[config.mk]
export PLATFORM = sky130hd
export DESIGN_NAME = layer5_result_mem_ctrl
export DESIGN_NICKNAME = d
export VERILOG_FILES = /design/src/rtl/layer5_ctrl_pkg.sv /design/src/rtl/layer5_result_mem_ctrl_raster_addr_counter.sv /design/src/rtl/layer5_result_mem_ctrl.sv
export SDC_FILE = /design/constraint.sdc
export NUM_CORES = 1
export LEC_CHECK = 0
export ABC_CLOCK_PERIOD_IN_PS = 3900
export BUFFER_PORTS_ARGS = -buffer_cell sky130_fd_sc_hd__buf_2
export CELL_PAD_IN_SITES_DETAIL_PLACEMENT = 0
export CELL_PAD_IN_SITES_GLOBAL_PLACEMENT = 2
export CORE_UTILIZATION = 27
export CTS_CLUSTER_DIAMETER = 50
export DETAILED_ROUTE_END_ITERATION = 6
export PLACE_DENSITY_LB_ADDON = 0.1
export SETUP_SLACK_MARGIN = 0.1
export SYNTH_ARGS = -nofsm -noshare
export SYNTH_HDL_FRONTEND = slang
export SYNTH_SLANG_ARGS = --single-unit
[constraint.sdc]
create_clock -name clk -period 3.9 [get_ports clk]
set_input_delay 0.39 -clock clk [delete_from_list [all_inputs] [get_ports clk]]
set_output_delay 0.39 -clock clk [all_outputs]
set_load 0.05 [all_outputs]
[src/rtl/layer5_ctrl_pkg.sv]
// Shared types and constants for the layer-5 result memory sequencer.
package layer5_ctrl_pkg;

  typedef enum logic [1:0] {
    IDLE,
    FILL,
    DRAIN,
    DONE
  } l5_ctrl_state_t;

  localparam int L5_MAP_DIM = 5;
  localparam int L5_POS_W   = 3;

endpackage

[src/rtl/layer5_result_mem_ctrl_raster_addr_counter.sv]
// Raster-order row/col position counter; wraps to (0,0) after the last position.
module raster_addr_counter
  import layer5_ctrl_pkg::*;
#(
  parameter int MAP_DIM = L5_MAP_DIM,
  parameter int POS_W   = L5_POS_W
) (
  input  logic             clk,
  input  logic             rst,
  input  logic             clear,
  input  logic             advance,
  output logic [POS_W-1:0] row,
  output logic [POS_W-1:0] col,
  output logic             last
);

  localparam logic [POS_W-1:0] LAST_IDX = POS_W'(MAP_DIM - 1);

  logic [POS_W-1:0] row_q, row_d;
  logic [POS_W-1:0] col_q, col_d;

  // NOTE: every always_comb output gets a default first, so no path can infer a latch.
  always_comb begin
    row_d = row_q;
    col_d = col_q;
    if (clear) begin
      row_d = '0;
      col_d = '0;
    end else if (advance) begin
      if (col_q == LAST_IDX) begin
        col_d = '0;
        row_d = (row_q == LAST_IDX) ? '0 : row_q + 1'b1;
      end else begin
        col_d = col_q + 1'b1;
      end
    end
  end

  // NOTE: state registers use non-blocking assignments so all flops update together.
  always_ff @(posedge clk) begin
    if (rst) begin
      row_q <= '0;
      col_q <= '0;
    end else begin
      row_q <= row_d;
      col_q <= col_d;
    end
  end

  assign row  = row_q;
  assign col  = col_q;
  assign last = (row_q == LAST_IDX) && (col_q == LAST_IDX);

endmodule

[src/rtl/layer5_result_mem_ctrl.sv]
// Layer-5 result memory sequencer: one raster fill, then num_passes raster drains.
// Optional stall counter built when LAYER5_CTRL_STALL_CNT_EN is defined.
module layer5_result_mem_ctrl
  import layer5_ctrl_pkg::*;
#(
  parameter int MAP_DIM = L5_MAP_DIM,
  parameter int ADDR_W  = 16,
  parameter int PASS_W  = 8
) (
  input  logic              clk,
  input  logic              rst,
  input  logic              start,
  input  logic [PASS_W-1:0] num_passes,
  input  logic              in_valid,
  output logic              in_ready,
  output logic              save_enable,
  output logic [ADDR_W-1:0] save_row_addr,
  output logic [ADDR_W-1:0] save_col_addr,
  input  logic              out_ready,
  output logic              out_valid,
  output logic              layer5_result_read_signal,
  output logic [ADDR_W-1:0] read_row_addr,
  output logic [ADDR_W-1:0] read_col_addr,
  output logic [PASS_W-1:0] pass_idx,
  output logic              last_pos,
  output logic              busy,
  output logic              done,
  output logic [15:0]       stall_cycles
);

  localparam int POS_W = L5_POS_W;

  l5_ctrl_state_t    state_q, state_d;
  logic [PASS_W-1:0] last_pass_q, last_pass_d;
  logic [PASS_W-1:0] pass_q, pass_d;

  logic             start_acc;
  logic             rd_hs;
  logic [POS_W-1:0] wr_row, wr_col, rd_row, rd_col;
  logic             wr_last, rd_last;

  assign start_acc = (state_q == IDLE) && start;
  assign rd_hs     = out_valid && out_ready;

  always_comb begin
    state_d     = state_q;
    last_pass_d = last_pass_q;
    pass_d      = pass_q;
    in_ready    = 1'b0;
    out_valid   = 1'b0;
    done        = 1'b0;
    unique case (state_q)
      IDLE: begin
        if (start) begin
          // A request for zero passes still performs one.
          last_pass_d = (num_passes == '0) ? '0 : num_passes - 1'b1;
          pass_d      = '0;
          state_d     = FILL;
        end
      end
      FILL: begin
        in_ready = 1'b1;
        if (in_valid && wr_last) state_d = DRAIN;
      end
      DRAIN: begin
        out_valid = 1'b1;
        if (out_ready && rd_last) begin
          if (pass_q == last_pass_q) state_d = DONE;
          else                       pass_d  = pass_q + 1'b1;
        end
      end
      DONE: begin
        done    = 1'b1;
        state_d = IDLE;
      end
      default: state_d = IDLE;
    endcase
  end

  always_ff @(posedge clk) begin
    if (rst) begin
      state_q     <= IDLE;
      last_pass_q <= '0;
      pass_q      <= '0;
    end else begin
      state_q     <= state_d;
      last_pass_q <= last_pass_d;
      pass_q      <= pass_d;
    end
  end

  assign save_enable = in_valid && in_ready;

  // Both counters wrap to (0,0) after the last position, which also covers the
  // clear on FILL->DRAIN and at each pass boundary.
  raster_addr_counter #(.MAP_DIM(MAP_DIM), .POS_W(POS_W)) u_wr_cnt (
    .clk     (clk),
    .rst     (rst),
    .clear   (start_acc),
    .advance (save_enable),
    .row     (wr_row),
    .col     (wr_col),
    .last    (wr_last)
  );

  raster_addr_counter #(.MAP_DIM(MAP_DIM), .POS_W(POS_W)) u_rd_cnt (
    .clk     (clk),
    .rst     (rst),
    .clear   (start_acc),
    .advance (rd_hs),
    .row     (rd_row),
    .col     (rd_col),
    .last    (rd_last)
  );

  assign save_row_addr             = {{(ADDR_W-POS_W){1'b0}}, wr_row};
  assign save_col_addr             = {{(ADDR_W-POS_W){1'b0}}, wr_col};
  assign read_row_addr             = {{(ADDR_W-POS_W){1'b0}}, rd_row};
  assign read_col_addr             = {{(ADDR_W-POS_W){1'b0}}, rd_col};
  assign layer5_result_read_signal = out_valid;
  assign pass_idx                  = pass_q;
  assign last_pos                  = rd_last;
  assign busy                      = (state_q != IDLE);

`ifdef LAYER5_CTRL_STALL_CNT_EN
  logic [15:0] stall_q, stall_d;

  always_comb begin
    stall_d = stall_q;
    if (start_acc)
      stall_d = '0;
    else if (out_valid && !out_ready && (stall_q != 16'hFFFF))
      stall_d = stall_q + 1'b1;
  end

  always_ff @(posedge clk) begin
    if (rst) stall_q <= '0;
    else     stall_q <= stall_d;
  end

  assign stall_cycles = stall_q;
`else
  assign stall_cycles = '0;
`endif

endmodule
---- Yosys cells after proc, flatten, opt, wreduce, memory -nomap -nowiden ----
Index checks and enable logic that the tools add are counted.
cells by class
  add/sub/neg operators ................... 6
  eq/ne operators ......................... 13
  multiplexer cells ....................... 17
  reductions and logical operators ........ 17
operator list
  cell                                                                 number
  8-bit two-way mux                                                    4
  8-bit case mux with 2 select lines                                   1
  3-bit by 1-bit adder with 3-bit output (second input constant)       4
  3-bit == test (second input constant)                                4
  3-bit two-way mux                                                    4
  2-bit inequality test (second input constant)                        5
  8-bit by 1-bit adder with 8-bit output (second input constant)       1
  8-bit == test                                                        1
  8-bit zero test                                                      1
  2-bit two-way mux                                                    4
  2-bit case mux with 4 select lines                                   1
  4-bit AND reduction                                                  2
  8-bit by 1-bit subtractor with 8-bit output (second input constant)  1
  1-bit logical AND                                                    7
  2-bit AND reduction                                                  3
  2-bit == test (second input constant)                                2
  2-bit nonzero test                                                   2
  1-bit two-way mux                                                    3
  2-bit by 1-bit == test with 1-bit output (second input constant)     1
  2-bit zero test                                                      1
  2-bit OR reduction                                                   1
storage, ports and cells
  bits in registers ....................... 30
  input bits .............................. 13
  logic and storage cells ................. 60

---- Longest topological paths before layout ----
Gate-level depths: netlist of run 1.
  depth in word-level cells ............... 5
  depth in mapped cells ................... 8

---- By module ----
From an unflattened synthesis of run 1, not the netlist that was laid out.
unflattened totals
  cells, all modules ...................... 286
  area total of the unflattened synthesis .. 2304.7 um^2
by module, submodules not included
  module                  times used  cells an instance  area an instance (um^2)  seq. area each (um^2)
  layer5_result_mem_ctrl  1           208                1659.1                   360.3
  raster_addr_counter     2           39                 322.8                    120.1

---- Least setup slack after synthesis of run 1 ----
No wires, ideal clock.
  kind .................................... reg-to-reg
  start point ............................. register u_rd_cnt.col_q[0] (netlist: u_rd_cnt.col[0])
  end point ............................... register pass_q[5] (netlist: pass_idx[5])
  library setup time ...................... 0.119 ns
  arrival ................................. 1.952 ns
  slack ................................... 1.829 ns
  cell stages (with the launch flop) ...... 8
  buffers on the path ..................... 0
  cells stage by stage .................... dfxtp_1 inv_1 ha_1 and4_4 a21o_4 o211ai_1 a2111oi_1 o221a_1
on the way
  longest elaborated chain between the ends .. 5
ends and longest elaborated chain
  item                                    line                                              text
  start, declared                         layer5_result_mem_ctrl_raster_addr_counter.sv:20  logic [POS_W-1:0] col_q, col_d;
  start signal, assigned                  layer5_result_mem_ctrl_raster_addr_counter.sv:46  col_q <= col_d;
  3-bit == test                           layer5_result_mem_ctrl_raster_addr_counter.sv:52  assign last = (row_q == LAST_IDX) && (col_q == LAST_IDX);
  1-bit logical AND                       layer5_result_mem_ctrl_raster_addr_counter.sv:52
  via last_pos                            layer5_result_mem_ctrl.sv:25                      output logic last_pos,
  1-bit logical AND                       layer5_result_mem_ctrl.sv:67                      if (out_ready && rd_last) begin
  2-bit inequality test (no source line)  --
  4-bit AND reduction (no source line)    --
  end signal, assigned                    layer5_result_mem_ctrl.sv:88                      pass_q <= pass_d;
  end, declared                           layer5_result_mem_ctrl.sv:35                      logic [PASS_W-1:0] pass_q, pass_d;
The timed path passes the listed nets, and every way through them passes these cells.
A chain may end at the register's enable or synchronous reset.

---- Worst setup path in the final report of run 1 ----
  start point ............................. register state_q[0]
  end point ............................... register pass_q[5] (netlist: pass_idx[5])
on the way
  longest elaborated chain between the ends .. 3
  elaborated cells on any way between the ends .. 8
  classes of those cells .................. eq/ne: 4; mux: 1; reduce/logical: 3
ends and longest elaborated chain
  item                                                                                 line                          text
  start, declared                                                                      layer5_result_mem_ctrl.sv:33  l5_ctrl_state_t state_q, state_d;
  start signal, assigned                                                               layer5_result_mem_ctrl.sv:86  state_q <= state_d;
  2-bit == test / 2-bit zero test (equally long branches)                              layer5_result_mem_ctrl.sv:52  unique case (state_q)
  2-bit inequality test (no source line) / 2-bit nonzero test (equally long branches)  --
  4-bit AND reduction (no source line)                                                 --
Several ways; a longest one is shown, not always the timed one.

==> results_dict.tcl, run 1 <==
set metrics [dict create \
    status "complete, no violations" \
    criticalPathCategory "reg2reg" \
    synthesis.area_mm2 0.002245 \
    synth_top_family_by_area "buffers and inverters" \
    grt_pass1_vias 1558 \
    instances_no_fill 414 \
    synth_fa_ha_area_share_pct 8.361 \
    synth_simple_gate_area_share_pct 15.16 \
    end_kind "register" \
    grt_pass1_wl_um 7583 \
    post-route-period-util_pct 54.15 \
    postRouteAntennaNets 0 \
    synthMuxAreaShare_pct 1.338 \
    cts_buffer_depth 2 \
    hp-class "in2reg" \
    fillers 899 \
    yosysSeqAreaShare_pct 26.76 \
    ys_ff_latch 30 \
    ys_top_cells_by_area "dfxtp_1, buf_4, ha_1" \
    cts.sinks 30 \
    cp.required_ps 4130 \
    tritoncts "built" \
    fin_skew_ps 7.201 \
    leakage_nw 1.104 \
    met2_length_um 2217 \
    fmax_mhz 473.5 \
    dp.cells 407 \
    drt_first_pass_iters 4 \
    synth_cell_types 44 \
    numCtsBuffers 5 \
    highest_layer "met4" \
    path_max_fanout 12 \
    yosys.area.top_type_share_pct 26.76 \
    reg2reg_depth 7 \
    die-area_mm2 0.008683 \
    start_kind "register" \
    tns_ps 0 \
    wl_met1_um 2153 \
    core_mm2 0.007888 \
    cts_resized 0 \
    die_x_um 93.18 \
    cts_setup_buffers 0 \
    grt_overflow 0 \
    finalHoldViolations 0 \
    postCtsHoldBufs 0 \
    die_height_um 93.18 \
    grtUsageTotal_pct 11.22 \
    htreeDepth 2 \
    drv_slew 0 \
    cp_data_arrival_time_ps 2340 \
    grt_max_degree 13 \
    std_cell_rows 32 \
    vias 1693 \
    wl_per_cell_um 11.34 \
    hp-start "num_passes[0]" \
    r2r_start "state_q[0]" \
    area_growth_pct 5.407 \
    max_slew.worst_pin.slew_ps 899.6 \
    reg2reg_to "pass_idx[5]" \
    synth_xor_area_share_pct 6.243 \
    final_cell_mix "conb_1, buf_2, dfxtp_1" \
    fin_nets 340 \
    syn_inst 270 \
    hold-path-endpoint "last_pass_q[0]" \
    reg2reg_slack_ps 1790 \
    synth-compound-area-share_pct 15.38 \
    max_slew_margin_pct 40.03 \
    clock-root-buffer "clkbuf_8" \
    rsz0062_at_grt "false" \
    first_iter_violations 93 \
    layout_commonest_cell "conb_1" \
    yosys.area.top_type "dfxtp_1" \
    peakVddDrop_v 0.0001237 \
    vias_per_cell 4.089 \
    power.density_mw_per_mm2 515.2 \
    finalSetupViolations 0 \
    drc 0 \
    clk_pin_slew_ps 70 \
    wirelength_um 4695 \
    hold_depth 2 \
    drive_above_1_share_pct 16.67 \
    start_util_pct 28.46 \
    max_cap_viol_count 0 \
    io_pins 108 \
    io_buffers 39 \
    gp_congestion 0.7211 \
    clk_latency_ps 280 \
    routed-wl-met3_um 262 \
    layout_min_cycle_time_ps 2112 \
    avgSynthCellArea_um2 8.314 \
    antenna_found_initial 0 \
    dp_hpwl_um 3712 \
    diodes 0 \
    ys_warn_count 0 \
]
Yosys cell counts:
cell,count
a2111oi_1,1
a211oi_1,2
a21o_1,2
a21o_4,1
a21oi_1,10
a22o_1,2
a2bb2oi_1,1
a311o_1,1
a31oi_1,2
and3_1,1
and4_4,1
buf_4,70
clkbuf_1,1
conb_1,1
dfxtp_1,30
ha_1,15
inv_1,18
mux2i_1,3
nand2_1,26
nand2b_1,1
nand3_1,6
nand3b_1,1
nand4_1,2
nand4_2,2
nand4b_1,1
nor2_1,16
nor2b_1,1
nor3_1,3
nor3b_1,1
nor4_1,2
o2111a_1,1
o2111ai_1,1
o2111ai_4,1
o211ai_1,4
o21a_1,1
o21ai_0,14
o221a_1,1
o32ai_1,1
o41ai_1,2
or2b_2,1
or3b_2,2
or4_1,1
xnor2_1,14
xor2_1,2
cell families (layout without fill, tap and decap cells):
logic type                 Yosys count  in the layout
buffers and inverters               89             64
and+or+nand+nor                     68             68
AOI/OAI and AO/OA                   48             48
DFF                                 30             30
xor gates and xnor gates            16             16
adders and majority gates           15             15
muxes                                3              3
other                                1             68
routing by layer:
layer | vias up | GRT usage, %
met5 | - | 0
met4 | 0 | 3.846
met3 | 6 | 2.683
met2 | 63 | 18.38
met1 | 763 | 14.34
li1 | 861 | -
flip-flops by register name, summed over array words and instances (netlist names):
name and flops:
last_pass_q 8, pass_idx 8, u_rd_cnt.col 3, u_rd_cnt.row 3, u_wr_cnt.col 3, u_wr_cnt.row 3, state_q 2
through the flow:
step           power (mW)  worst slack [ps]  utilization, %  instance area, µm²  hold WS, ps
3_3_place_gp       0.9944              1924           29.03                2290        460.0
6_report            1.219              1788           30.00                2366        332.7
2_1_floorplan      0.9399              1829               -                2496        445.6
3_5_place_dp       0.9896              1817           29.03                2290        468.5
5_1_grt             1.300              1536           30.00                2366        345.1
4_1_cts             1.236              1789           30.00                2366        328.4
where the power goes:
| part | total (mW) | switching, mW | internal (mW) |
|---|---|---|---|
| logic | 0.613 | 0.467 | 0.147 |
| clock network | 0.239 | 0.116 | 0.123 |
| registers | 0.367 | 0.0287 | 0.338 |
| total | 1.22 | 0.612 | 0.607 |
cell type report:
type                    instances  area [µm²]  share of cell area, %
inverters                      18       67.56                  2.856
flip-flops and latches         30       600.6                  25.38
clock buffers                   7       76.32                  3.226
repair buffers                 39       195.2                  8.250
multi-input cells             218        1299                  54.89
well taps                     102       127.6                  5.394
critical path: stages (launching register included):
cell and delay (ps):
dfxtp_1 370, inv_1 70, ha_1 380, inv_1 250, a21o_4 160, o211ai_1 170
a2111oi_1 410, o221a_1 240
how the worst max path moves through the flow:
stage / start / endpoint / cells after the start
5_1_grt: state_q[0] / pass_idx[5] / 7
3_5_place_dp: state_q[0] / pass_idx[5] / 7
4_1_cts: state_q[0] / pass_idx[5] / 7
6_report: state_q[0] / pass_idx[5] / 7
2_1_floorplan: u_rd_cnt.col[0] / pass_idx[5] / 7
3_3_place_gp: state_q[0] / pass_idx[5] / 7
Power figures use the tool's default switching activity.
==> run 2: changes to the inputs <==
Settings changed: ABC_CLOCK_PERIOD_IN_PS 3900 to 1800, CORE_UTILIZATION 27 to 23.
Clock period 3.9 ns to 1.8 ns, I/O delays scaled along.
==> results_dict.tcl, run 2 (synthesized netlist as in run 1, its figures left out) <==
set metrics [dict create \
    clk_pin_slew_ps 70 \
    status "complete, no violations" \
    vias_per_cell 3.897 \
    area_growth_pct 15.55 \
    io_buffers 39 \
    cp.required_ps 1980 \
    grt_pass1_wl_um 8245 \
    timing.final.ws_setup_ps 150.0 \
    switching_share_pct 49.64 \
    grtUsageTotal_pct 10.60 \
    start_kind "register" \
    fin_skew_ps 3.774 \
    power.density_mw_per_mm2 1087 \
    max_cap_viol_count 0 \
    cp_data_arrival_time_ps 1830 \
    vias 1773 \
    dp_hpwl_um 4196 \
    rsz0062_at_grt "true" \
    layout_commonest_cell "conb_1" \
    cts.sinks 30 \
    wirelength_um 5282 \
    leakage_nw 1.182 \
    peakVddDrop_v 0.0002977 \
    utilization_pct 27.81 \
    p_int_mw 1.420 \
    drive_above_1_share_pct 26.69 \
    core_mm2 0.009328 \
    io_pins 108 \
    p_comb_share_pct 52.4 \
    numCtsBuffers 5 \
    dpl_cell_area_mm2 0.002469 \
    die-area_mm2 0.01016 \
    drv_slew 0 \
    hp-class "in2reg" \
    design_area_mm2 0.002594 \
    layout_min_cycle_time_ps 1650 \
    std_cell_rows 35 \
    grt_overflow 0 \
    diodes 0 \
    pwr-share-clk_pct 19.3 \
    instances_no_fill 455 \
    p_seq_share_pct 28.2 \
    place_ws_ps 72.39 \
    dp.cells 444 \
    tns_ps 0 \
    grt_max_degree 12 \
    first_iter_violations 51 \
    fin_nets 353 \
    clk_latency_ps 280 \
    end_kind "register" \
    criticalPathCategory "reg2reg" \
    cts_buffer_depth 2 \
    tritoncts "built" \
    final_cell_mix "conb_1, buf_2, nand2_1" \
    wl_per_cell_um 11.61 \
    die_x_um 100.8 \
    die_height_um 100.8 \
    switching_power_mw 1.399 \
    drc 0 \
    post-route-period-util_pct 91.67 \
    start_util_pct 24.06 \
    grt_pass1_vias 1652 \
    clock-root-buffer "clkbuf_8" \
    drt_first_pass_iters 4 \
    path_max_fanout 4 \
    postCtsHoldBufs 0 \
    fmax_mhz 606.0 \
    finalHoldViolations 0 \
    antenna_found_initial 0 \
    gp_congestion 0.7172 \
    finalSetupViolations 0 \
    htreeDepth 2 \
    postRouteAntennaNets 0 \
]
-- run 2: per-stage QoR --
step	total power, mW	hold WS, ps
finish	2.819	132.1
detailed placement	2.250	432.3
floorplan	2.098	295.5
global route	3.006	141.4
global placement	2.273	424.3
CTS	2.824	129.7
-- run 2: worst max-delay path: stages (launching register included) --
cell and delay (ps):
dfxtp_4 360, inv_4 50, ha_4 130, and4_4 240, a21o_4 150, o211ai_1 170
a22o_1 270, a21o_1 170
-- run 2: final cells by class --
| cell class | count | area [µm²] |
|---|---|---|
| Tap cell | 129 | 161.4 |
| Sequential cell | 30 | 623.1 |
| Fill cell | 1053 | 6734 |
| Inverter | 18 | 72.57 |
| Timing Repair Buffer | 52 | 297.8 |
| Clock buffer | 8 | 80.08 |
| Multi-Input combinational cell | 218 | 1359 |
-- run 2: path summary, 6_finish.rpt --
path	startpoint	to	slack [ps]	depth (start not counted)
worst min-delay path	num_passes[0]	last_pass_q[0]	130	2
worst max-delay path	u_rd_cnt.row[1]	pass_idx[7]	150	7
worst min register to register	last_pass_q[3]	last_pass_q[3]	480	2
worst max register to register	u_rd_cnt.row[1]	pass_idx[7]	150	7
-- run 2: per-layer routing --
layer | wire (µm) | vias up | GRT usage, %
li1 | - | 895 | -
met1 | 2522 | 825 | 13.29
met2 | 2504 | 51 | 18.07
met3 | 226 | 2 | 2.705
met4 | 28 | 0 | 2.676
met5 | 0 | - | 0
-- run 2: what timing repair did --
item	CTS	global route
pin swaps	0	2
buffers inserted	0	3
endpoints found under the setup margin	2	9
gates resized for setup	2	7
hold endpoints to repair	0	0
-- run 2: power groups by stage --
stage | clock (mW) | sequential [mW] | combinational, mW
after CTS | 0.570 | 0.797 | 1.46
final | 0.544 | 0.796 | 1.48
after detailed placement | 0 | 0.810 | 1.44
after floorplan | 0 | 0.841 | 1.26
after global placement | 0 | 0.807 | 1.47
after global routing | 0.594 | 0.805 | 1.61
